$ cat config.mk
export PLATFORM = sky130hd
export DESIGN_NAME = regwrite_arbiter
export DESIGN_NICKNAME = d
export VERILOG_FILES = /design/src/rtl/regwrite_arbiter.sv
export SDC_FILE = /design/constraint.sdc
export NUM_CORES = 1
export LEC_CHECK = 0
export CAP_MARGIN = 10
export CORE_MARGIN = 2
export CORE_UTILIZATION = 38
export DETAILED_ROUTE_END_ITERATION = 8
export GPL_TIMING_DRIVEN = 1
export PLACE_DENSITY_LB_ADDON = 0.15
export SLEW_MARGIN = 20
export SYNTH_ARGS = -nofsm -noshare
export SYNTH_HDL_FRONTEND = slang
export SYNTH_SLANG_ARGS = --single-unit
$ cat constraint.sdc
create_clock -name clk -period 2 [get_ports clk]
set_clock_uncertainty 0.1 [all_clocks]
set_input_delay 0.3 -clock clk [delete_from_list [all_inputs] [get_ports clk]]
set_output_delay 0.3 -clock clk [all_outputs]
set_load 0.01 [all_outputs]
$ cat src/rtl/regwrite_arbiter.sv
// Two-requester round-robin arbiter for the register-file write port.
// Registers the winning write and counts cycles where both requesters contend.
module regwrite_arbiter #(
  parameter int DWIDTH    = 32,
  parameter int RSELWIDTH = 5,
  parameter int CWIDTH    = 16
) (
  input  logic                 clk,
  input  logic                 rst,
  input  logic                 hold,
  input  logic                 valid0,
  input  logic                 valid1,
  input  logic [RSELWIDTH-1:0] addr0,
  input  logic [RSELWIDTH-1:0] addr1,
  input  logic [DWIDTH-1:0]    data0,
  input  logic [DWIDTH-1:0]    data1,
  output logic                 ready0,
  output logic                 ready1,
  output logic                 write_en,
  output logic [RSELWIDTH-1:0] write_address,
  output logic [DWIDTH-1:0]    write_data,
  output logic [CWIDTH-1:0]    conflict_count
);

  localparam logic [CWIDTH-1:0] CMAX = '1;

  logic                 prio;
  logic                 grant0;
  logic                 grant1;
  logic                 xfer;
  logic                 both;
  logic [RSELWIDTH-1:0] sel_addr;
  logic [DWIDTH-1:0]    sel_data;

  always_comb begin
    grant0 = valid0 && (!valid1 || !prio);
    grant1 = valid1 && (!valid0 || prio);
  end

  // rst gates ready so a transfer racing reset never handshakes
  assign ready0   = !rst && !hold && valid0 && grant0;
  assign ready1   = !rst && !hold && valid1 && grant1;
  assign xfer     = ready0 || ready1;
  assign both     = valid0 && valid1 && !hold;
  assign sel_addr = ready1 ? addr1 : addr0;
  assign sel_data = ready1 ? data1 : data0;

  always_ff @(posedge clk or posedge rst) begin
    if (rst) begin
      write_en       <= 1'b0;
      write_address  <= '0;
      write_data     <= '0;
      conflict_count <= '0;
      prio           <= 1'b0;
    end else begin
      write_en <= xfer && (sel_addr != '0);
      if (xfer) begin
        write_address <= sel_addr;
        write_data    <= sel_data;
        prio          <= ready0;
      end
      if (both && conflict_count != CMAX)
        conflict_count <= conflict_count + CWIDTH'(1);
    end
  end

endmodule

==> flow_summary_export.csv <==
group,metric,value,unit
yosys,yosys.area.top_type_share,52.6,%
critical_path,cp.buffers_inverters,0,
critical_path,setup.worst_path.start,"conflict_count[4]",
critical_path,max_stage_delay,0.59,ns
critical_path,path_class,"flip-flop to flip-flop",
clock_tree,clkTransAtPathRegs,0.09,ns
timing,relSlewSlack,52.4,%
critical_path,crit_end,"conflict_count[1]",
placement,pre_cts_ws,-0.167,ns
grt,grt_pass1_wl,10900,um
critical_path,cp_top_family,"simple AND/OR/NAND/NOR gates",
yosys,syn_inst,250,
placement,dpl_cell_area,4190,um^2
placement,dp_hpwl,5310,um
detailed_routing,route.vias.total,2378,
floorplan,die_width,87.0,um
yosys,yosysSeqAreaShare,52.6,%
yosys,synth_most_common_cell,"dfrtp_1",
timing,rsz0062_at_grt,"false",
detailed_routing,first_iter_violations,103,
critical_path,worstPathArrival,1.98,ns
yosys,synth_area,2620,um^2
critical_path,end_kind,"flip-flop",
clock_tree,cts_tree,"done",
timing,fin_ws,0.110,ns
detailed_routing,drt_first_pass_iters,4,
critical_path,path_cells,"nand4_2 > or4_4 > nor2b_4 > mux2_4",
clock_tree,htree_levels,2,
floorplan,core.rowCount,30,
cells_and_area,finalInstanceArea,4280,um^2
grt,grtUsageMet1,22.8,%
detailed_routing,drtAntennaViolNets,0,
clock_tree,clock_sinks,55,
critical_path,worstReg2RegStart,"conflict_count[4]",
timing,slew_viol_final,0,
yosys,yosysTopAreaCell,"dfrtp_1",
timing,fin_crit,1.89,ns
detailed_routing,drc,0,
timing,period_share,94.5,%
grt,grt_max_degree,77,
pwr,power-per-cell-area,800,nW/um^2
yosys,synth.area.top_cells,"dfrtp_1 53%, mux2i_1 15%, a21oi_1 7.5%, nor2_1 6.5%, xnor2_1 2.3%",
detailed_routing,wirelength,7000,um
clock_tree,clk_latency,0.29,ns
critical_path,cp.depth,4,
yosys,synthFlopType,"dfrtp_1",
cells_and_area,nets,480,
yosys,yosysWarnings,0,
pwr,ir_drop,421,uV
critical_path,cp_slowest_cell,"or4_4",
grt,antenna_found_initial,0,
yosys,synth_edf_count,0,
yosys,syn_area_per_cell,10.5,um^2
detailed_routing,viasPerCell,4.95,
yosys,syn-num-nets,330,
grt,grt.overflow.total,0,
hold_path,min_path_type,"input pin to async pin",
critical_path,timing.rr.end,"conflict_count[1]",
detailed_routing,wl_per_cell,14.6,um
cells_and_area,drive_gt1_share,10.5,%
critical_path,r2r_cells,4,
timing,hold_violations,0,
pwr,total_power,0.00342,W
placement,portBuffers,134,
yosys,synth_common_cells,"55 x dfrtp_1, 45 x nor2_1, 39 x a21oi_1, 38 x mux2i_1",
flow_run,cap_violations,0,
clock_tree,numCtsBuffers,5,
floorplan,core,6720,um^2
clock_tree,cts-root-buf,"clkbuf_8",
timing,tightest_slew,0.715,ns
floorplan,die_area,7560,um^2
yosys,ys_ff_latch,55,
critical_path,path_max_fanout,5,
grt,gr-usage-all-layers,18.2,%
floorplan,die_h,87.0,um
pwr,cellLeakagePower,2.03,nW
critical_path,cp.required,2.09,ns
grt,grt_util_met2,30.7,%
cells_and_area,diodes,0,
outcome,status,"finished clean",
floorplan,ios,135,
placement,place_inst,473,
critical_path,critPathLaunchType,"flip-flop",
timing,max_freq,529,MHz
cells_and_area,area.growth.synth_to_final,63.4,%
grt,grt_use_met3,5.40,%
grt,grt_pass1_vias,2334,
floorplan,initial_core_util,38.9,%
yosys,synth.distinct_cells,33,
critical_path,rrSetupSlack,0.11,ns
clock_tree,cts_max_path_buffers,2,
timing,tns,0,ns
placement,gp_congestion,0.743,
grt,busiest_layer,"met2",
cells_and_area,final_cells,480,
yosys,synth-async-reset-ratio,100,%
timing,setup_violations,0,
repair_timing:
item | CTS | global route
setup buffers | 0 | 0
hold endpoints to repair | 0 | 0
endpoints found under the setup margin | 2 | 0
hold buffers | 0 | 0
gates resized for setup | 3 | 0
where the power goes:
group / switching, W / internal (W) / total, W
combinational: 0.000484 / 0.000793 / 0.00128
sequential: 0.000168 / 0.00136 / 0.00153
clock: 0.000341 / 0.000273 / 0.000614
total: 0.000992 / 0.00243 / 0.00342
worst reg2reg max path, delay by kind of cell (launching register included):
family / cells / cell delay [ns]
DFF: 1 / 0.45
and+or+nand+nor: 3 / 0.94
muxes: 1 / 0.29
area by class of cell:
cell class	instances	area [um^2]
well taps	80	100
inverters	6	22.5
clock buffers	6	82.6
clock inverters	1	5.00
fillers	555	2440
multi-input cells	177	1180
repair buffers	155	1510
flip-flops and latches	55	1380
per-stage QoR:
| stage | hold WS (ns) | util (%) |
|---|---|---|
| 4_1_cts | 0.397 | 63.6 |
| 5_1_grt | 0.427 | 63.6 |
| 3_5_place_dp | 0.396 | 62.3 |
| 6_report | 0.417 | 63.6 |
| 3_3_place_gp | 0.397 | 62.3 |
| 2_1_floorplan | 0.359 | - |
cell families (layout without fill, tap and decap cells):
family | Yosys count | after routing | share of synthesized area [%]
multiplexers | 40 | 40 | 15.5
flip-flops | 55 | 55 | 52.6
buffers and inverters | 18 | 168 | 2.77
adder cells (fa/ha/maj) | 1 | 1 | 0.478
AND/OR/NAND/NOR | 81 | 81 | 16.3
AO/OA/AOI/OAI | 47 | 47 | 9.66
XOR/XNOR | 8 | 8 | 2.68
per-layer routing:
metal	part of all wire [%]	vias up
met1	43	1103
met2	47	91
li1	-	1180
met4	0.93	0
met5	0	-
met3	9.1	4
worst min-delay path by stage:
stage / endpoint / slack, ns / depth (start not counted)
CTS: conflict_count[13] / 0.40 / 4
floorplan: write_data[15] / 0.36 / 2
detailed placement: prio / 0.40 / 2
global placement: prio / 0.40 / 2
finish: conflict_count[13] / 0.42 / 4
global route: conflict_count[13] / 0.43 / 4
flip-flops by register name (all words and copies together) (netlist names):
| signal | cells |
|---|---|
| write_en | 1 |
| prio | 1 |
| conflict_count | 16 |
| write_address | 5 |
| write_data | 32 |
placed cells by master, fill, tap and decap left out, types with 3 or more instances in the layout:
master / netlist / final
buf_4: 0 / 20
a21oi_1: 39 / 39
xnor2_1: 7 / 7
inv_1: 6 / 5
mux2i_1: 38 / 38
dfrtp_1: 55 / 55
nand4_2: 3 / 3
clkbuf_8: 0 / 6
nor2_1: 45 / 44
nand3_1: 8 / 6
nand4_1: 6 / 6
nand2_1: 6 / 6
clkdlybuf4s50_1: 0 / 132
Power figures use the tool's default switching activity.
